### src/rtl/mc_controller.sv
// mc_controller: control FSM for the multicycle RV32I core (lw, sw, R-type,
// I-type ALU, beq, jal) with a memory-ready handshake for stalls and a
// sticky halt on illegal opcodes.
//
// Ports:
//   clk, reset (async, active low)
//   op, funct3, funct7b5 : instruction fields from IR
//   Zero                 : ALU zero flag (beq)
//   mem_ready            : memory completes the current access this cycle
//   mem_req, AdrSrc, IRWrite, PCWrite, MemWrite, RegWrite : memory/strobes
//   ResultSrc, ALUSrcA, ALUSrcB, ImmSrc, ALUControl       : datapath selects
//   retire               : pulse on the last cycle of each instruction
//   halted               : FSM is in HALT
//
// state    | meaning
// ---------+----------------------------------------------
// FETCH    | read IR at PC, PC+4; waits for mem_ready
// DECODE   | read regs, compute branch/jump target
// MEMADR   | rs1 + imm address for lw/sw
// MEMREAD  | data read; waits for mem_ready
// MEMWB    | write loaded data to rd
// MEMWRITE | data write; waits for mem_ready
// EXECR    | rs1 op rs2
// EXECI    | rs1 op imm
// ALUWB    | write ALU result to rd
// BEQ      | compare, branch when equal
// JAL      | PC <= target, rd <= PC+4 follows in ALUWB
// HALT     | illegal opcode, left only by reset

module mc_controller #(
  parameter bit ILLEGAL_HALT = 1'b1
) (
  input  logic       clk,
  input  logic       reset,
  input  logic [6:0] op,
  input  logic [2:0] funct3,
  input  logic       funct7b5,
  input  logic       Zero,
  input  logic       mem_ready,
  output logic       mem_req,
  output logic       AdrSrc,
  output logic       IRWrite,
  output logic       PCWrite,
  output logic       MemWrite,
  output logic       RegWrite,
  output logic [1:0] ResultSrc,
  output logic [1:0] ALUSrcA,
  output logic [1:0] ALUSrcB,
  output logic [1:0] ImmSrc,
  output logic [2:0] ALUControl,
  output logic       retire,
  output logic       halted
);

  localparam logic [6:0] OP_LW  = 7'b0000011;
  localparam logic [6:0] OP_SW  = 7'b0100011;
  localparam logic [6:0] OP_R   = 7'b0110011;
  localparam logic [6:0] OP_I   = 7'b0010011;
  localparam logic [6:0] OP_BEQ = 7'b1100011;
  localparam logic [6:0] OP_JAL = 7'b1101111;

  typedef enum logic [3:0] {
    FETCH    = 4'd0,
    DECODE   = 4'd1,
    MEMADR   = 4'd2,
    MEMREAD  = 4'd3,
    MEMWB    = 4'd4,
    MEMWRITE = 4'd5,
    EXECR    = 4'd6,
    EXECI    = 4'd7,
    ALUWB    = 4'd8,
    BEQ      = 4'd9,
    JAL      = 4'd10,
    HALT     = 4'd11
  } state_t;

  state_t     state;
  logic       op_legal;
  logic [1:0] alu_op;
  logic       mem_req_s, irwrite_s, pcwrite_s, memwrite_s, regwrite_s, retire_s;

  assign op_legal = (op == OP_LW) || (op == OP_SW) || (op == OP_R) ||
                    (op == OP_I) || (op == OP_BEQ) || (op == OP_JAL);

  always_ff @(posedge clk or negedge reset) begin
    if (!reset) begin
      state <= FETCH;
    end else begin
      case (state)
        FETCH:    if (mem_ready) state <= DECODE;
        DECODE: begin
          case (op)
            OP_LW, OP_SW: state <= MEMADR;
            OP_R:         state <= EXECR;
            OP_I:         state <= EXECI;
            OP_BEQ:       state <= BEQ;
            OP_JAL:       state <= JAL;
            default:      state <= ILLEGAL_HALT ? HALT : FETCH;
          endcase
        end
        MEMADR:   state <= (op == OP_LW) ? MEMREAD : MEMWRITE;
        MEMREAD:  if (mem_ready) state <= MEMWB;
        MEMWB:    state <= FETCH;
        MEMWRITE: if (mem_ready) state <= FETCH;
        EXECR:    state <= ALUWB;
        EXECI:    state <= ALUWB;
        ALUWB:    state <= FETCH;
        BEQ:      state <= FETCH;
        JAL:      state <= ALUWB;
        HALT:     state <= HALT;
        default:  state <= FETCH;
      endcase
    end
  end

  always_comb begin
    mem_req_s  = 1'b0;
    irwrite_s  = 1'b0;
    pcwrite_s  = 1'b0;
    memwrite_s = 1'b0;
    regwrite_s = 1'b0;
    retire_s   = 1'b0;
    AdrSrc     = 1'b0;
    ResultSrc  = 2'b00;
    ALUSrcA    = 2'b00;
    ALUSrcB    = 2'b00;
    alu_op     = 2'b00;
    halted     = 1'b0;
    case (state)
      FETCH: begin
        mem_req_s = 1'b1;
        irwrite_s = mem_ready;
        pcwrite_s = mem_ready;
        ALUSrcB   = 2'b10;
        ResultSrc = 2'b10;
      end
      DECODE: begin
        ALUSrcA  = 2'b01;
        ALUSrcB  = 2'b01;
        // Illegal opcode treated as a NOP finishes here.
        retire_s = !op_legal && !ILLEGAL_HALT;
      end
      MEMADR: begin
        ALUSrcA = 2'b10;
        ALUSrcB = 2'b01;
      end
      MEMREAD: begin
        mem_req_s = 1'b1;
        AdrSrc    = 1'b1;
      end
      MEMWB: begin
        ResultSrc  = 2'b01;
        regwrite_s = 1'b1;
        retire_s   = 1'b1;
      end
      MEMWRITE: begin
        mem_req_s  = 1'b1;
        AdrSrc     = 1'b1;
        memwrite_s = 1'b1;
        retire_s   = mem_ready;
      end
      EXECR: begin
        ALUSrcA = 2'b10;
        alu_op  = 2'b10;
      end
      EXECI: begin
        ALUSrcA = 2'b10;
        ALUSrcB = 2'b01;
        alu_op  = 2'b10;
      end
      ALUWB: begin
        regwrite_s = 1'b1;
        retire_s   = 1'b1;
      end
      BEQ: begin
        ALUSrcA   = 2'b10;
        alu_op    = 2'b01;
        pcwrite_s = Zero;
        retire_s  = 1'b1;
      end
      JAL: begin
        ALUSrcA   = 2'b01;
        ALUSrcB   = 2'b10;
        pcwrite_s = 1'b1;
      end
      HALT:    halted = 1'b1;
      default: ;
    endcase
  end

  // Strobes are gated by reset itself so nothing fires while reset is low,
  // even in the cycle the state register is being cleared.
  assign mem_req  = reset & mem_req_s;
  assign IRWrite  = reset & irwrite_s;
  assign PCWrite  = reset & pcwrite_s;
  assign MemWrite = reset & memwrite_s;
  assign RegWrite = reset & regwrite_s;
  assign retire   = reset & retire_s;

  always_comb begin
    case (op)
      OP_SW:   ImmSrc = 2'b01;
      OP_BEQ:  ImmSrc = 2'b10;
      OP_JAL:  ImmSrc = 2'b11;
      default: ImmSrc = 2'b00;
    endcase
  end

  always_comb begin
    case (alu_op)
      2'b01: ALUControl = 3'b001;
      2'b10: begin
        case (funct3)
          // op[5] separates R-type sub from addi, which has no funct7.
          3'b000:  ALUControl = (op[5] & funct7b5) ? 3'b001 : 3'b000;
          3'b010:  ALUControl = 3'b101;
          3'b110:  ALUControl = 3'b011;
          3'b111:  ALUControl = 3'b010;
          default: ALUControl = 3'b000;
        endcase
      end
      default: ALUControl = 3'b000;
    endcase
  end

endmodule
### config.mk
export PLATFORM = sky130hd
export DESIGN_NAME = mc_controller
export DESIGN_NICKNAME = d
export VERILOG_FILES = /design/src/rtl/mc_controller.sv
export SDC_FILE = /design/constraint.sdc
export NUM_CORES = 1
export LEC_CHECK = 0
export ABC_CLOCK_PERIOD_IN_PS = 5000
export BUFFER_PORTS_ARGS = -buffer_cell sky130_fd_sc_hd__buf_2
export CAP_MARGIN = 20
export CORE_MARGIN = 2
export CORE_UTILIZATION = 48
export DETAILED_ROUTE_END_ITERATION = 6
export PLACE_DENSITY_LB_ADDON = 0.1
export SETUP_SLACK_MARGIN = 0.15
export SYNTH_ARGS = -nofsm -noshare
export SYNTH_HDL_FRONTEND = slang
export SYNTH_SLANG_ARGS = --single-unit
### constraint.sdc
create_clock -name clk -period 5 [get_ports clk]
set_clock_uncertainty 0.2 [all_clocks]
set_input_delay 0.5 -clock clk [delete_from_list [all_inputs] [get_ports clk]]
set_output_delay 0.5 -clock clk [all_outputs]
set_load 0.05 [all_outputs]
==> flow_metrics.env <==
export IMPL_ios=34
export IMPL_synth_top_flop_cell="dfrtp_1"
export IMPL_min_period_over_period=0.577
export IMPL_ys_seq_area_frac=0.146
export IMPL_yosysTopAreaCellShare=0.146
export IMPL_largestRegisters="state (4)"
export IMPL_ys_async_sr_fraction=1.00
export IMPL_critPathKind="reg -> out"
export IMPL_timing_final_ws_setup_ns=2.12
export IMPL_wl_per_cell_um=11.8
export IMPL_yosys_area_share_simple=0.468
export IMPL_final_layout_size_suffix_gt1_frac=0.321
export IMPL_regMostFlops="state"
export IMPL_worstRegToRegCells=4
export IMPL_antenna_left=0
export IMPL_slew_violations=0
export IMPL_start_util=0.521
export IMPL_tightest_slew_ns=0.553
export IMPL_synth_area_um2=687
export IMPL_cts_sinks=4
export IMPL_synth_top_family_by_area="simple AND/OR/NAND/NOR gates"
export IMPL_dp_hpwl_um=1270
export IMPL_cts_tree="done"
export IMPL_r2r_start="state[1]"
export IMPL_status="completed"
export IMPL_crit_path_start_kind="flip-flop"
export IMPL_ys_seq_elements=4
export IMPL_syn_inst=101
export IMPL_grt_pass1_wl_um=3000
export IMPL_clock_latency_ns=0.23
export IMPL_max_slew_margin=0.631
export IMPL_cts_buffers=3
export IMPL_required_ns=4.30
export IMPL_synthXorXnorAreaFrac=0.0128
export IMPL_yosysUniqueCellTypes=37
export IMPL_route_vias_total=855
export IMPL_ys_top_cells_by_count="11 x nor2_1, 9 x nand2_1, 8 x a21oi_1"
export IMPL_drt_iter0_markers=24
export IMPL_tns_ns=0
export IMPL_clock_path_buffers=2
export IMPL_grt_pass1_vias=663
export IMPL_largest_reg_flops=4
export IMPL_synthMuxAreaShare=0
export IMPL_wl_um=1730
export IMPL_cap_violations=0
export IMPL_synth_area_leaders="dfrtp_1 15%, and3_1 6.4%, nor2_1 6.0%, a21oi_1 5.8%, nand2_1 4.9%"
export IMPL_preCtsSetupSlack_ns=2.38
export IMPL_power_density_nw_per_um2=642
export IMPL_num_antenna_cells=0
export IMPL_rsz0062_at_grt="false"
export IMPL_die_area_um2=1750
export IMPL_power_frac_clock=0.070
export IMPL_antenna_found_initial=0
export IMPL_synth_edff_count=0
export IMPL_comb_power_share=0.737
export IMPL_hold_viol_final=0
export IMPL_viasPerCell=5.86
export IMPL_critPathCaptureType="output port"
export IMPL_syn2layout_area_growth_pct=25.9
export IMPL_hp_class="in -> async"
export IMPL_track_usage=0.218
export IMPL_power_internal_uw=199
export IMPL_yosysTopAreaCell="dfrtp_1"
export IMPL_fin_crit_ns=2.88
export IMPL_worstPathArrival_ns=2.18
export IMPL_rrSetupSlack_ns=3.13
export IMPL_synth_warnings=0
export IMPL_drt_pass1_iter_count=4
export IMPL_place_congestion=0.864
export IMPL_grt_max_degree=21
export IMPL_grt_overflow=0
export IMPL_timing_fmax_mhz=347
export IMPL_syn_num_nets=118
export IMPL_synth_compound_area_frac=0.248
export IMPL_p_seq_frac=0.193
export IMPL_synthAdderAreaFrac=0.0364
export IMPL_portBuffers=33
export IMPL_synth_most_common_cell="nor2_1"
export IMPL_crit_path_max_fanout=16
export IMPL_final_nets=150
export IMPL_path_clk_slew_ns=0.04
export IMPL_p_switching_uw=356
export IMPL_switching_share=0.641
export IMPL_power_leakage_nw=0.464
export IMPL_irDropWorstVdd_mv=0.511
export IMPL_drc_errors=0
export IMPL_core_region_area_um2=1320
export IMPL_syn_area_per_cell_um2=6.80
export IMPL_die_w_um=41.8
export IMPL_row_count=13
export IMPL_setup_viol=0
export IMPL_rr_endpoint="state[2]"
export IMPL_fp_dieH_um=41.8
export IMPL_clock_root_buffer="clkbuf_4"
export IMPL_cts_max_level=1
[power groups by stage]
stage	registers, mW	logic (mW)	clock network, mW
floorplan	0.0534	0.390	0
global placement	0.105	0.406	0
detailed placement	0.107	0.407	0
CTS	0.106	0.410	0.0405
global route	0.115	0.444	0.0427
finish	0.107	0.409	0.0390
[cell type report]
cell class / count / area, µm²
clock buffers: 3 / 22.5
repair buffers: 34 / 175
flip-flops and latches: 4 / 100
inverters: 6 / 22.5
well taps: 15 / 18.8
multi-input cells: 84 / 526
fillers: 127 / 453
[worst max-delay path: stages (launching register included)]
cell and delay, ns:
dfrtp_1 0.62, nor2b_1 0.34, nand2_1 0.15, ha_1 0.33
nor4_1 0.20, buf_2 0.30
[cells by family after synthesis]
| kind of cell | count (synthesis) |
|---|---|
| AOI/OAI and AO/OA | 25 |
| xor gates and xnor gates | 1 |
| adders and majority gates | 2 |
| buffers and inverters | 13 |
| DFF | 4 |
| and+or+nand+nor | 56 |
[stage by stage]
| stage | hold WS (ns) | util | power, mW | instances | instance area, µm² |
|---|---|---|---|---|---|
| final | 0.430 | 0.656 | 0.555 | 146 | 865 |
| after floorplan | 0.00441 | - | 0.444 | 101 | 687 |
| after global routing | 0.450 | 0.656 | 0.602 | 146 | 865 |
| after detailed placement | 0.138 | 0.632 | 0.514 | 142 | 832 |
| after CTS | 0.422 | 0.656 | 0.556 | 146 | 865 |
| after global placement | 0.137 | 0.632 | 0.512 | 142 | 832 |
[cell usage in the layout (no fill, tap or decap), types with 3 or more instances in the layout]
cell	synthesis	routed
nand3_1	3	3
nor2b_1	4	4
dfrtp_1	4	4
clkbuf_4	0	3
nand2_1	9	9
nor2_1	11	11
inv_1	6	6
o21ai_0	4	4
a21oi_1	8	8
nor4_1	4	4
buf_2	4	33
nor3b_1	4	4
and3_1	7	7
nand2b_1	3	3
[timing repair]
action | 4_1_cts | 5_1_grt
hold endpoints to repair | 4 | 0
resized for setup | 0 | 0
buffers inserted | 0 | 0
hold buffers | 1 | 0
[worst max path at each step]
stage	startpoint	end	depth (start not counted)
after floorplan	state[1]	ALUControl[2]	7
after detailed placement	state[3]	ALUControl[2]	5
after global routing	state[3]	ALUControl[2]	5
final	state[3]	ALUControl[2]	5
after global placement	state[0]	ALUControl[2]	5
after CTS	state[3]	ALUControl[2]	5
[routing by layer]
metal / vias up / wire [µm] / global-route usage
li1: 422 / - / -
met1: 390 / 757 / 0.290
met2: 39 / 814 / 0.350
met3: 4 / 121 / 0.0130
met4: 0 / 32 / 0.116
met5: - / 0 / 0
Note: power is estimated with default switching activity, not from simulation.
